`config.mk`:
```
export PLATFORM = sky130hd
export DESIGN_NAME = cam_match_array_flat
export DESIGN_NICKNAME = d
export VERILOG_FILES = /design/src/rtl/cam_match_if.sv /design/src/rtl/cam_match_array.sv /design/src/flat_wrapper.sv
export SDC_FILE = /design/constraint.sdc
export NUM_CORES = 1
export LEC_CHECK = 0
export CAP_MARGIN = 15
export CORE_MARGIN = 10
export CORE_UTILIZATION = 45
export DETAILED_ROUTE_END_ITERATION = 7
export PLACE_DENSITY_LB_ADDON = 0.3
export SLEW_MARGIN = 20
export SYNTH_ARGS = -nofsm -noshare
export SYNTH_HDL_FRONTEND = slang
export SYNTH_SLANG_ARGS = --single-unit
```
`constraint.sdc`:
```
create_clock -name clk -period 6.6 [get_ports clk]
set_input_delay 1.32 -clock clk [delete_from_list [all_inputs] [get_ports clk]]
set_output_delay 1.32 -clock clk [all_outputs]
set_load 0.005 [all_outputs]
```
`src/rtl/cam_match_if.sv`:
```
// cam_match_if: write/delete, clear-sweep and search bus of the CAM match array.
// Optional feature macro: CAM_MASK_EN adds the per-bit search_mask signal.
interface cam_match_if #(
    parameter int DEPTH     = 16,
    parameter int KEY_WIDTH = 32
);
    localparam int AW = $clog2(DEPTH);
    logic                 wr_en;
    logic                 del_en;
    logic [AW-1:0]        wr_addr;
    logic [KEY_WIDTH-1:0] wr_key;
    logic                 clr_start;
    logic                 busy;
    logic                 search_en;
    logic [KEY_WIDTH-1:0] search_key;
`ifdef CAM_MASK_EN
    logic [KEY_WIDTH-1:0] search_mask;
`endif
    logic                 match_valid;
    logic [DEPTH-1:0]     match_lines;
    logic [AW:0]          entry_count;
    logic                 full;

    modport master (
`ifdef CAM_MASK_EN
        output search_mask,
`endif
        output wr_en, del_en, wr_addr, wr_key, clr_start, search_en, search_key,
        input  busy, match_valid, match_lines, entry_count, full
    );

    modport slave (
`ifdef CAM_MASK_EN
        input  search_mask,
`endif
        input  wr_en, del_en, wr_addr, wr_key, clr_start, search_en, search_key,
        output busy, match_valid, match_lines, entry_count, full
    );
endinterface

```
`src/rtl/cam_match_array.sv`:
```
// cam_match_array: CAM key storage with valid bits, registered match vector, clear sweep and occupancy.
// Optional feature macro: CAM_MASK_EN enables ternary (masked) compare via search_mask.
module cam_match_array #(
    parameter int DEPTH     = 16,
    parameter int KEY_WIDTH = 32
) (
    input  logic        clk,
    input  logic        rst_n,
    cam_match_if.slave  cam
);
    localparam int AW = $clog2(DEPTH);
    localparam int CW = AW + 1;

    typedef enum logic {IDLE, CLEAR} state_t;

    state_t               state_q;
    logic [AW-1:0]        ptr_q;
    logic                 busy_q;
    logic [DEPTH-1:0]     valid_q, valid_d, hit, match_lines_q;
    logic [KEY_WIDTH-1:0] key_q [DEPTH];
    logic                 match_valid_q, full_q;
    logic [CW-1:0]        count_q, count_d;
    logic                 idle, clr_go, wr_go, del_go, srch_go;

    // A clear request pre-empts every other operation issued in the same cycle.
    assign idle    = (state_q == IDLE);
    assign clr_go  = idle & cam.clr_start;
    assign del_go  = idle & ~cam.clr_start & cam.del_en;
    assign wr_go   = idle & ~cam.clr_start & cam.wr_en & ~cam.del_en;
    assign srch_go = idle & ~cam.clr_start & cam.search_en;

    // Per-entry compare against the pre-update contents.
    always_comb begin
        hit = '0;
        for (int i = 0; i < DEPTH; i++) begin
`ifdef CAM_MASK_EN
            hit[i] = valid_q[i] & ~|((key_q[i] ^ cam.search_key) & cam.search_mask);
`else
            hit[i] = valid_q[i] & (key_q[i] == cam.search_key);
`endif
        end
    end

    // Next valid vector and occupancy: sweep clears first, then delete beats write.
    always_comb begin
        valid_d = valid_q;
        count_d = count_q;
        if (!idle) begin
            valid_d[ptr_q] = 1'b0;
            count_d        = count_q - CW'(valid_q[ptr_q]);
        end else if (del_go) begin
            valid_d[cam.wr_addr] = 1'b0;
            count_d              = count_q - CW'(valid_q[cam.wr_addr]);
        end else if (wr_go) begin
            valid_d[cam.wr_addr] = 1'b1;
            count_d              = count_q + CW'(!valid_q[cam.wr_addr]);
        end
    end

    // Clear-sweep FSM: walks ptr over every entry once, busy while in CLEAR.
    always_ff @(posedge clk or negedge rst_n) begin
        if (!rst_n) begin
            state_q <= IDLE;
            ptr_q   <= '0;
            busy_q  <= 1'b0;
        end else begin
            case (state_q)
                IDLE: if (clr_go) begin
                    state_q <= CLEAR;
                    ptr_q   <= '0;
                    busy_q  <= 1'b1;
                end
                CLEAR: begin
                    ptr_q <= ptr_q + 1'b1;
                    if (ptr_q == AW'(DEPTH - 1)) begin
                        state_q <= IDLE;
                        busy_q  <= 1'b0;
                    end
                end
                default: state_q <= IDLE;
            endcase
        end
    end

    // Storage, occupancy and the registered search result.
    always_ff @(posedge clk or negedge rst_n) begin
        if (!rst_n) begin
            valid_q       <= '0;
            count_q       <= '0;
            full_q        <= 1'b0;
            match_valid_q <= 1'b0;
            match_lines_q <= '0;
            for (int i = 0; i < DEPTH; i++) key_q[i] <= '0;
        end else begin
            valid_q       <= valid_d;
            count_q       <= count_d;
            full_q        <= (count_d == CW'(DEPTH));
            match_valid_q <= srch_go;
            if (srch_go) match_lines_q <= hit;
            if (wr_go) key_q[cam.wr_addr] <= cam.wr_key;
        end
    end

    assign cam.busy        = busy_q;
    assign cam.match_valid = match_valid_q;
    assign cam.match_lines = match_lines_q;
    assign cam.entry_count = count_q;
    assign cam.full        = full_q;
endmodule

```
`src/flat_wrapper.sv`:
```
// flat-port wrapper written by rule: the top's interface ports become plain ports
module cam_match_array_flat 
#(
    parameter int DEPTH     = 16,
    parameter int KEY_WIDTH = 32
)
  (clk, rst_n, cam_wr_en, cam_del_en, cam_wr_addr, cam_wr_key, cam_clr_start, cam_search_en, cam_search_key, cam_busy, cam_match_valid, cam_match_lines, cam_entry_count, cam_full);
  cam_match_if #(.DEPTH(DEPTH), .KEY_WIDTH(KEY_WIDTH)) cam_i ();
  input  logic clk;
  input  logic rst_n;
  input wire logic [$bits(cam_i.wr_en)-1:0] cam_wr_en;
  input wire logic [$bits(cam_i.del_en)-1:0] cam_del_en;
  input wire logic [$bits(cam_i.wr_addr)-1:0] cam_wr_addr;
  input wire logic [$bits(cam_i.wr_key)-1:0] cam_wr_key;
  input wire logic [$bits(cam_i.clr_start)-1:0] cam_clr_start;
  input wire logic [$bits(cam_i.search_en)-1:0] cam_search_en;
  input wire logic [$bits(cam_i.search_key)-1:0] cam_search_key;
  output wire logic [$bits(cam_i.busy)-1:0] cam_busy;
  output wire logic [$bits(cam_i.match_valid)-1:0] cam_match_valid;
  output wire logic [$bits(cam_i.match_lines)-1:0] cam_match_lines;
  output wire logic [$bits(cam_i.entry_count)-1:0] cam_entry_count;
  output wire logic [$bits(cam_i.full)-1:0] cam_full;
  assign cam_i.wr_en = cam_wr_en;
  assign cam_i.del_en = cam_del_en;
  assign cam_i.wr_addr = cam_wr_addr;
  assign cam_i.wr_key = cam_wr_key;
  assign cam_i.clr_start = cam_clr_start;
  assign cam_i.search_en = cam_search_en;
  assign cam_i.search_key = cam_search_key;
  assign cam_busy = cam_i.busy;
  assign cam_match_valid = cam_i.match_valid;
  assign cam_match_lines = cam_i.match_lines;
  assign cam_entry_count = cam_i.entry_count;
  assign cam_full = cam_i.full;
  cam_match_array #(.DEPTH(DEPTH), .KEY_WIDTH(KEY_WIDTH)) u_core (.clk(clk), .rst_n(rst_n), .cam(cam_i));
endmodule
```
Word-level counts from Yosys, hierarchy flattened:

Cells that the tools add are included.

* flip-flop bits (word level): 557
* input bits: 74
* output and inout bits: 24
* word-level logic and storage cells: 116

* add/subtract/negate cells: 4
* $lt $le $gt $ge: 6
* equality and inequality tests: 20
* mux-type cells: 25
* bitwise logic cells: 31
* reduce and logical (&&, ||, !) cells: 6

Operators by type and width (count)
* $bwmux 512: 1
* $eq 32x32->1: 16
* $demux 32 s4: 1
* $mux 16: 3
* $and 16x16->16: 2
* $mux 32: 1
* $not 16->16: 2
* $and 1x1->1: 22
* $or 16x16->16: 1
* $mux 5: 3
* $lt 4x5->1 const B: 2
* $sub 5x1->5: 2
* $bmux 1 s4: 2
* $demux 1 s4: 2
* $ge 4x1->1 const B: 2
* $mux 1: 8
* $pmux 4 s2: 1
* $add 5x1->5: 1
* $eq 5x5->1 const B: 1
* $ge 5x5->1 const B: 1
* $lt 5x1->1 const B: 1
* $not 4->5: 1
* $add 4x1->4 const B: 1
* $eq 4x4->1 const B: 1
* 8 further kinds: 14

Longest topological paths before layout:

Gate-level depths: netlist of the first run.

* depth in word-level cells: 8
* gate-level depth with buffers: 11

Least setup slack after synthesis of the first run:

No wires, ideal clock.

* path type: input port to flip-flop
* start point: input cam_wr_addr[0]
* end point: register u_core.full_q, in the netlist u_core.cam.full
* library setup time: 0.067 ns
* data arrival time: 3.882 ns
* required time: 6.533 ns
* setup slack: 2.651 ns
* cell stages on the path: 11
* path buffers: 1
* cells stage by stage: buf_2 -> mux4_2 -> mux4_2 -> inv_1 -> ha_1 -> ha_1 -> or3b_2 -> a21oi_1 -> o31ai_1 -> a21oi_1 -> and4bb_2

* word-level cells in the longest chain between the ends: 8
* elaborated cells between the ends (all ways): 9

Ends and longest elaborated chain
* start: declaration: line flat_wrapper.sv:13 `input wire logic [$bits(cam_i.wr_addr)-1:0] cam_wr_addr;`
* $bmux 1 s4 (*): line cam_match_array.sv:53, cam_match_array.sv:56
* $mux 1 (implied by the code) (*): line cam_match_array.sv:53, cam_match_array.sv:56
* $logic_not 1->1: line cam_match_array.sv:56 `count_d = count_q + CW'(!valid_q[cam.wr_addr]);`
* $add 5x1->5: line cam_match_array.sv:56
* $mux 5: line cam_match_array.sv:54 `end else if (wr_go) begin`
* $mux 5 (*): line cam_match_array.sv:51 `end else if (del_go) begin`
* $mux 5 (*): line cam_match_array.sv:48 `if (!idle) begin`
* net u_core.count_d[1]: line cam_match_array.sv:22 `logic [CW-1:0] count_q, count_d;`
* $eq 5x5->1 (*): line cam_match_array.sv:97 `full_q <= (count_d == CW'(DEPTH));`
* end signal: assignment: line cam_match_array.sv:97
* end: declaration: line cam_match_array.sv:21 `logic match_valid_q, full_q;`

Mark *: on every way through the listed nets, which the timed path passes. The rest lies on a longest branch. The select of a mux whose other input is x is not followed.
A chain may end at the register's enable or synchronous reset.

Final worst setup path of the first run:

Ends and elaborated chain as after synthesis.

==> results of run 1 <==
## metal layers
metal  up-vias  wire [um]
met2       737      42200
met3       188       6780
li1       7439          -
met5         -         13
met4         2       3692
met1      9510      36310
## cells by family after synthesis
| kind of cell | Yosys count | share of synthesized area [%] |
|---|---|---|
| and+or+nand+nor | 265 | 5.740 |
| buffers and inverters | 185 | 3.276 |
| xor gates and xnor gates | 512 | 16.35 |
| AOI/OAI and AO/OA | 57 | 1.460 |
| muxes | 523 | 21.89 |
| DFF | 557 | 50.83 |
| adders and majority gates | 10 | 0.4563 |
## path summary, 6_finish.rpt
path | startpoint | end | depth (start not counted)
max in group asynchronous | rst_n | u_core.key_q[419] | 2
min reg2reg | u_core.cam.entry_count[4] | u_core.cam.entry_count[4] | 1
min in group asynchronous | rst_n | u_core.key_q[129] | 1
min | u_core.cam.entry_count[4] | u_core.cam.entry_count[4] | 1
max reg2reg | register | u_core.cam.full | 10
max | cam_wr_addr[0] | u_core.cam.full | 11
## worst max-delay path: stages
cell,delay [ps]
clkdlybuf4s50_1,830
mux4_2,560
mux4_2,510
inv_1,70
ha_1,150
ha_1,220
or3b_2,430
a21oi_1,150
o31ai_1,120
a21oi_1,140
and4bb_2,230
## power by group through the flow
stage	Combinational (uW)	Clock, uW	Sequential [uW]
after detailed placement	1370	0	4080
after CTS	1380	3560	4020
after global placement	1340	0	4060
after global routing	1490	3690	4060
final	1390	3520	4030
after floorplan	909	0	3950
## cell usage after synthesis (3+ instances only)
| cell | count | area share (%) |
|---|---|---|
| and2_1 | 11 | 0.25 |
| ha_1 | 10 | 0.46 |
| dfrtp_1 | 557 | 51 |
| buf_4 | 17 | 0.47 |
| nand2_2 | 9 | 0.21 |
| nand2b_1 | 6 | 0.14 |
| buf_1 | 7 | 0.096 |
| nand3_1 | 4 | 0.073 |
| buf_6 | 8 | 0.33 |
| nand2_1 | 28 | 0.38 |
| xor2_1 | 246 | 7.9 |
| a221oi_1 | 3 | 0.096 |
| a222oi_1 | 12 | 0.44 |
| mux2_1 | 21 | 0.86 |
| nor4_1 | 70 | 1.6 |
| o21ai_0 | 18 | 0.33 |
| clkbuf_1 | 67 | 0.92 |
| a21oi_1 | 10 | 0.18 |
| nor3_1 | 15 | 0.27 |
| o31ai_1 | 6 | 0.16 |
| nor2_2 | 3 | 0.068 |
| xnor2_1 | 266 | 8.5 |
| nor2_1 | 13 | 0.18 |
| nand4_1 | 90 | 2.1 |
| inv_1 | 22 | 0.30 |
| buf_2 | 64 | 1.2 |
| mux4_2 | 10 | 0.82 |
| mux2_2 | 492 | 20 |
| nor2b_1 | 6 | 0.14 |
## state kept, by name, indices dropped and copies added (netlist names), named ones only
name                    cells
u_core.cam.busy             1
u_core.cam.entry_count      5
u_core.cam.full             1
u_core.cam.match_lines     16
u_core.cam.match_valid      1
u_core.key_q              512
u_core.ptr_q                4
u_core.state_q              1
## cell usage in the layout, fill, tap and decap left out, types with 2 or more instances in the layout
master	count
dfrtp_1	557
mux2_2	492
xnor2_1	266
xor2_1	246
clkdlybuf4s50_1	91
nand4_1	90
nor4_1	70
buf_4	62
clkbuf_16	60
nand2_1	27
inv_1	22
clkbuf_8	22
mux2_1	21
o21ai_0	18
nor3_1	15
nor2_1	13
a222oi_1	12
clkinv_2	12
and2_1	11
mux4_2	10
a21oi_1	10
nand2_2	10
ha_1	10
o31ai_1	6
nand2b_1	6
nor2b_1	6
clkbuf_1	6
bufinv_16	5
buf_2	5
nand3_1	3
nor2_4	3
a221oi_1	3
buf_12	3
diode_2	2
inv_6	2
## area by class of cell
type | instances | share of cell area (%)
well taps | 782 | 3.139
multi-input cells | 1367 | 40.46
clock inverters | 21 | 0.8069
flip-flops and latches | 557 | 44.72
diodes | 2 | 0.01606
inverters | 22 | 0.2649
repair buffers | 162 | 4.737
clock buffers | 88 | 5.861
## through the flow
step | total power, uW | std cells | setup WS (ps) | hold WS (ps) | util (%)
4_1_cts | 8957 | 2999 | 2446 | 488.5 | 51.63
2_1_floorplan | 4862 | 2109 | 2651 | 472.6 | -
3_5_place_dp | 5453 | 2890 | 1803 | 479.1 | 48.19
3_3_place_gp | 5402 | 2890 | 1780 | 478.1 | 48.20
6_report | 8936 | 3001 | 2414 | 478.2 | 51.64
5_1_grt | 9237 | 2999 | 2223 | 520.4 | 51.63
==> flow_metrics.tcl, run 1 <==
set metrics [dict create \
    cp_max_fo 13 \
    use_met1_pct 32.16 \
    p_int_uw 6477 \
    postCtsResizedCells 0 \
    path_clk_slew_ps 60 \
    post-route-period-util_pct 63.42 \
    worstMarginPinSlew_ps 1253 \
    use_met2_pct 40.30 \
    vias 17880 \
    ys_ff_latch 557 \
    finish.instance_area_um2 31170 \
    core_area_um2 60360 \
    grt_use_total_pct 24.84 \
    timing_hold_violations_final 0 \
    dp.final_hpwl_um 52240 \
    max_slew_margin_pct 16.20 \
    gp_congestion 0.8814 \
    synth-seq-area-share_pct 50.83 \
    drc 0 \
    critical_path_arrival_ps 4740 \
    clkPwrFrac_pct 39.4 \
    antenna_found_initial 12 \
    ir_drop_mv 0.1908 \
    syn_to_final_growth_pct 13.66 \
    end_kind "register" \
    final_nets 2254 \
    hp-class "reg -> reg" \
    synth_warnings 0 \
    wirelength_um 89000 \
    criticalPathCategory "in -> reg" \
    layout-drive-gt1-share_pct 31.44 \
    overflow 0 \
    cts_hold_buffers 0 \
    fin_crit_ps 4186 \
    detail-route-antenna-nets 0 \
    grt_max_degree 163 \
    switching_power_uw 2459 \
    die_h_um 266.9 \
    status "completed" \
    nFillCells 5084 \
    ys.flop_type "dfrtp_1" \
    syn-num-nets 2193 \
    startpoint_type "input port" \
    met3_usage_pct 4.408 \
    final.setup.tns_ps 0 \
    fin_worst_skew_ps 25.98 \
    power.density_nw_per_um2 286.7 \
    cellLeakagePower_uw 0.01473 \
    wire_per_inst_um 29.66 \
    sw_frac_of_total_pct 27.52 \
    max_freq_mhz 238.9 \
    netlist_area_um2 27420 \
    reg2reg_setup_slack_ps 3500 \
    die_w_um 266.9 \
    seqPwrFrac_pct 45.0 \
    synthCells 2109 \
    rows 90 \
    grt_pass1_vias 18240 \
    numPortBuffers 97 \
    async_reset_ff_share_pct 100.0 \
    postCtsSetupBuffers 0 \
    ys_types 47 \
    drv_slew 0 \
    dr.pass1.iters 5 \
    drt-initial-drc-count 1680 \
    regArea_um2 13940 \
    cts_root_buf "clkbuf_16" \
    cts_tree "yes" \
    cts_buffers 60 \
    multi_input_area_um2 12610 \
    via_per_inst 5.957 \
    grt_pass1_wl_um 128500 \
    setup_viol 0 \
    placed_area_um2 29090 \
    io_pins 98 \
    syn_avg_cell_area_um2 13.00 \
    start_util_pct 45.43 \
    synth_enable_flop_cells 0 \
    cp.required_ps 7160 \
    comb_power_share_pct 15.5 \
    rsz0062_at_grt "false" \
    clockBufferDepth 3 \
    clk_latency_ps 630 \
    h-tree-depth 2 \
    cts.sinks 557 \
    max-cap-violations 0 \
    grt.busiest_layer "met2" \
    die_area_um2 71210 \
]
No activity file was read; power rests on OpenSTA's default activity.
==> run 2, diff against run 1 <==
Clock period 6.6 ns to 3.5 ns, I/O delays scaled along.
==> run 2 against run 1 <==
  * Via count up 0.44%
  * Worst setup slack worse by 2300 ps
  * Clock power up 78%
  * Utilization up 1.1 points
  * Clock-buffer cell count down 3
  * Final area up 2.1%
  * Critical endpoint unchanged
  * Largest cell class unchanged
  * Highest routed layer is now met4
==> flow_metrics.tcl, run 2 (synthesis results as in run 1) <==
set metrics [dict create \
    critical_path_arrival_ps 3910 \
    dr.pass1.iters 5 \
    final_common_cell "dfrtp_1" \
    cp.required_ps 4060 \
    die_area_um2 71210 \
    criticalPathCategory "in -> reg" \
    fin_crit_ps 3354 \
    cts_tree "yes" \
    startpoint "cam_wr_addr[0]" \
    drv_slew 0 \
    startpoint_type "input port" \
    power.density_nw_per_um2 521.5 \
    grt_max_degree 95 \
    dp.final_hpwl_um 53650 \
    overflow 0 \
    post-route-period-util_pct 95.81 \
    io_pins 98 \
    postCtsResizedCells 0 \
    drt-initial-drc-count 1691 \
    whs_endpoint "u_core.cam.match_lines[9]" \
    die_w_um 266.9 \
    status "completed" \
    wire_per_inst_um 29.02 \
    grt_pass1_vias 18490 \
    end_kind "register" \
    antenna_found_initial 10 \
    cts_hold_buffers 1 \
    clockBufferDepth 3 \
    hp-start "u_core.cam.match_lines[9]" \
    h-tree-depth 2 \
    cellLeakagePower_uw 0.01505 \
    max_slew_margin_pct 41.27 \
    cts_buffers 58 \
    max-cap-violations 0 \
    rsz0062_at_grt "false" \
    hp-class "reg -> reg" \
    final_nets 2308 \
    largest_reg_flops 512 \
    wirelength_um 88720 \
    place_ws_ps -447.7 \
    cp_cell_sequence "clkdlybuf4s50_1 -> buf_4 -> mux4_2 -> mux4_2 -> inv_1 -> ha_1 -> ha_1 -> or3b_2 -> a21oi_1 -> o31ai_1 -> a21oi_1 -> and4bb_2" \
    slowest_stage "mux4_2" \
    start_util_pct 45.43 \
    path_clk_slew_ps 60 \
    drc 0 \
    syn_to_final_growth_pct 16.09 \
    final_cell_mix "557 x dfrtp_1, 492 x mux2_2, 266 x xnor2_1" \
    r2r-end "u_core.cam.full" \
    detail-route-antenna-nets 0 \
    worstMarginPinSlew_ps 878.2 \
    grt_pass1_wl_um 128500 \
    max_freq_mhz 298.2 \
    cp_max_fo 9 \
    grt_use_total_pct 24.82 \
    core_area_um2 60360 \
    reg2reg_setup_slack_ps 380 \
    rr_worst_depth 10 \
    path_delay_family "multiplexers" \
    worst_slack_ps 146.5 \
    cp_num_buf_inv 3 \
    nFillCells 5072 \
    vias 17960 \
    layout-drive-gt1-share_pct 32.75 \
    gp_congestion 0.8967 \
    setup_viol 0 \
    cts_root_buf "clkbuf_16" \
    fin_worst_skew_ps 24.09 \
    via_per_inst 5.873 \
    rows 90 \
    ir_drop_mv 0.4232 \
    cts.sinks 557 \
    die_h_um 266.9 \
    max_stage_delay_ps 520 \
    top_register "u_core.key_q" \
    placed_area_um2 29890 \
    finish.instance_area_um2 31830 \
    postCtsSetupBuffers 0 \
    hold_path_depth 2 \
    timing_hold_violations_final 0 \
    numPortBuffers 97 \
    clk_latency_ps 640 \
]
run 2: routing by layer:
metal	vias up	wire (um)	global-route usage, %
li1	7571	-	-
met1	9506	36260	32.55
met2	726	42080	40.74
met3	152	7537	4.620
met4	0	2843	8.353
met5	-	0	0
run 2: worst max-delay path by stage:
stage | cells past startpoint | endpoint
after CTS | 12 | u_core.cam.full
after detailed placement | 12 | u_core.cam.full
final | 12 | u_core.cam.full
after global routing | 12 | u_core.cam.full
after global placement | 12 | u_core.cam.full
after floorplan | 11 | u_core.cam.full
run 2: area by class of cell:
type | count | area, um^2 | area share (%)
clock inverters | 23 | 211.5 | 0.6642
multi-input cells | 1367 | 12610 | 39.61
repair buffers | 218 | 2292 | 7.200
inverters | 22 | 82.58 | 0.2594
flip-flops and latches | 557 | 13940 | 43.78
diodes | 3 | 7.507 | 0.02358
clock buffers | 85 | 1714 | 5.385
well taps | 782 | 978.4 | 3.074
run 2: stage by stage:
stage / cells / hold slack, ps / util, % / total power, uW / setup TNS, ps
after floorplan: 2109 / 404.4 / - / 9169 / 0
after detailed placement: 2945 / 476.4 / 49.52 / 10410 / -798.5
final: 3057 / 488.5 / 52.74 / 16600 / 0
after CTS: 3054 / 491.5 / 52.73 / 16660 / 0
after global routing: 3054 / 518.8 / 52.73 / 17190 / 0
after global placement: 2945 / 466.3 / 49.52 / 10310 / -691.5
run 2: power breakdown:
group	total (uW)	switching (uW)	internal, uW
clock network	6270	2660	3610
logic	2810	1460	1350
registers	7520	509	7020
run 2: worst register-to-register path: cells and delay by family (launching register included):
kind / cells / cell delay (ps)
buf+inv: 1 / 70
fa+ha+maj: 2 / 390
simple gates: 2 / 680
mux: 2 / 1010
flops: 1 / 490
compound gates: 3 / 440
==> run 3, diff against run 2 <==
Settings changed: CTS_BUF_LIST from default to sky130_fd_sc_hd__clkbuf_8, GPL_TIMING_DRIVEN from default to 0.
==> run 3 against run 2 <==
  * Non-clock buffer count is 15 higher
  * Critical endpoint is now u_core.cam.match_lines[9]
  * Sequential cell count stayed put
  * Utilization is 1.3 points lower
  * Global-route usage is 0.64 points higher
  * Combinational power hardly changed
  * Worst setup slack worse by 60 ps
  * Largest cell class unchanged
  * Total power is 2.7% lower
  * Critical path type is now reg -> reg
  * Via count is 0.59% higher
  * Hold slack worse by 110 ps
  * Sequential share of layout area is 1.1 points higher
  * Final area is 2.4% lower
==> flow_metrics.tcl, run 3 (synthesis results as in run 1) <==
set metrics [dict create \
    grt_pass1_wl_um 130400 \
    cts.sinks 557 \
    cp_max_fo 10 \
    cp.required_ps 4110 \
    dr.pass1.iters 7 \
    ir_drop_mv 0.2744 \
    die_w_um 266.9 \
    fin_crit_ps 3413 \
    syn_to_final_growth_pct 13.27 \
    detail-route-antenna-nets 0 \
    dp.final_hpwl_um 67900 \
    drv_slew 0 \
    die_h_um 266.9 \
    start_util_pct 45.43 \
    critical_path_arrival_ps 4030 \
    io_pins 98 \
    grt_max_degree 100 \
    grt_pass1_vias 18080 \
    max_slew_margin_pct 16.80 \
    clkPwrFrac_pct 35.8 \
    final_cell_mix "557 x dfrtp_1, 492 x mux2_2, 266 x xnor2_1" \
    seqPwrFrac_pct 46.7 \
    startpoint_type "register" \
    clockBufferDepth 3 \
    timing_hold_violations_final 0 \
    post-route-period-util_pct 97.53 \
    cts_root_buf "clkbuf_8" \
    final_nets 2359 \
    cellLeakagePower_uw 0.01483 \
    p_int_uw 11250 \
    drt-initial-drc-count 1812 \
    path_clk_slew_ps 60 \
    rows 90 \
    switching_power_uw 4909 \
    hp-class "in -> reg" \
    max-cap-violations 0 \
    comb_power_share_pct 17.5 \
    end_kind "register" \
    cts_buffers 94 \
    sw_frac_of_total_pct 30.38 \
    final_common_cell "dfrtp_1" \
    cts_tree "yes" \
    whs_ps 377.9 \
    drc 0 \
    core_area_um2 60360 \
    dpl.cell_count 2960 \
    setup_viol 0 \
    vias 18060 \
    layout-drive-gt1-share_pct 31.83 \
    h-tree-depth 3 \
    clk_latency_ps 700 \
    wire_per_inst_um 29.05 \
    top_register "u_core.key_q" \
    status "completed" \
    final_cells 3128 \
    overflow 0 \
    fin_worst_skew_ps 32.90 \
    grt_use_total_pct 25.46 \
    gp_congestion 0.8916 \
    via_per_inst 5.774 \
    die_area_um2 71210 \
    antenna_found_initial 2 \
    largest_reg_flops 512 \
    wirelength_um 90880 \
    power.density_nw_per_um2 520.2 \
    max_freq_mhz 293.0 \
    worstMarginPinSlew_ps 1248 \
    criticalPathCategory "reg -> reg" \
    rsz0062_at_grt "false" \
    numPortBuffers 63 \
    postCtsSetupBuffers 0 \
]
[run 3: final cells by class]
cell class              count  area [um^2]
fillers                  5235        29300
diodes                      2        5.005
multi-input cells        1367        12590
well taps                 782        978.4
flip-flops and latches    557        13940
clock inverters            47        202.7
plain buffers             163        825.8
inverters                  22        82.58
repair buffers             70        813.3
clock buffers             118         1624
[run 3: final timing paths]
kind | start | endpoint | slack, ps | cells past startpoint
setup / recovery | u_core.state_q | u_core.cam.match_lines[9] | 90 | 7
hold / removal | cam_clr_start | u_core.ptr_q[2] | 380 | 2
setup reg to reg | u_core.state_q | u_core.cam.match_lines[9] | 90 | 7
hold reg to reg | u_core.cam.match_lines[8] | u_core.cam.match_lines[8] | 490 | 2
max in group asynchronous | rst_n | u_core.key_q[407] | 1560 | 4
min in group asynchronous | rst_n | u_core.key_q[270] | 540 | 2
[run 3: through the flow]
stage / power, uW / TNS [ps] / utilization (%) / setup slack [ps] / instance area [um^2]
floorplan: 9169 / 0 / - / 171.4 / 27420
global placement: 10310 / - / 48.10 / -22810 / 29030
detailed placement: 10420 / -2851 / 48.39 / -828.7 / 29200
CTS: 16150 / 0 / 51.44 / 24.10 / 31050
global route: 16710 / 0 / 51.46 / 12.75 / 31060
finish: 16160 / 0 / 51.46 / 86.58 / 31060
[run 3: power groups by stage]
stage	Combinational (uW)	Sequential, uW	Clock, uW
2_1_floorplan	1710	7460	0
6_report	2820	7550	5780
5_1_grt	3020	7610	6090
3_3_place_gp	2680	7630	0
4_1_cts	2790	7540	5820
3_5_place_dp	2770	7650	0
[run 3: critical path, cell delays in order, from the launching register on]
cell	delay, ps
dfrtp_1	400
buf_2	190
nor2_1	460
nand2_1	620
buf_2	480
nor4_1	720
nand4_1	230
o21ai_0	190
[run 3: routing by layer]
layer | global-route usage, % | wire, um | vias up
li1 | - | - | 7666
met1 | 34.81 | 38780 | 9501
met2 | 39.43 | 41530 | 755
met3 | 6.608 | 8514 | 137
met4 | 7.017 | 2045 | 2
met5 | 0 | 9 | -
[run 3: repair_timing]
item / in CTS / in global routing
cloned: 0 / 0
hold endpoints to repair: 54 / 0
hold buffers: 1 / 0
resized for setup: 3 / 2
setup endpoints to repair: 1 / 2
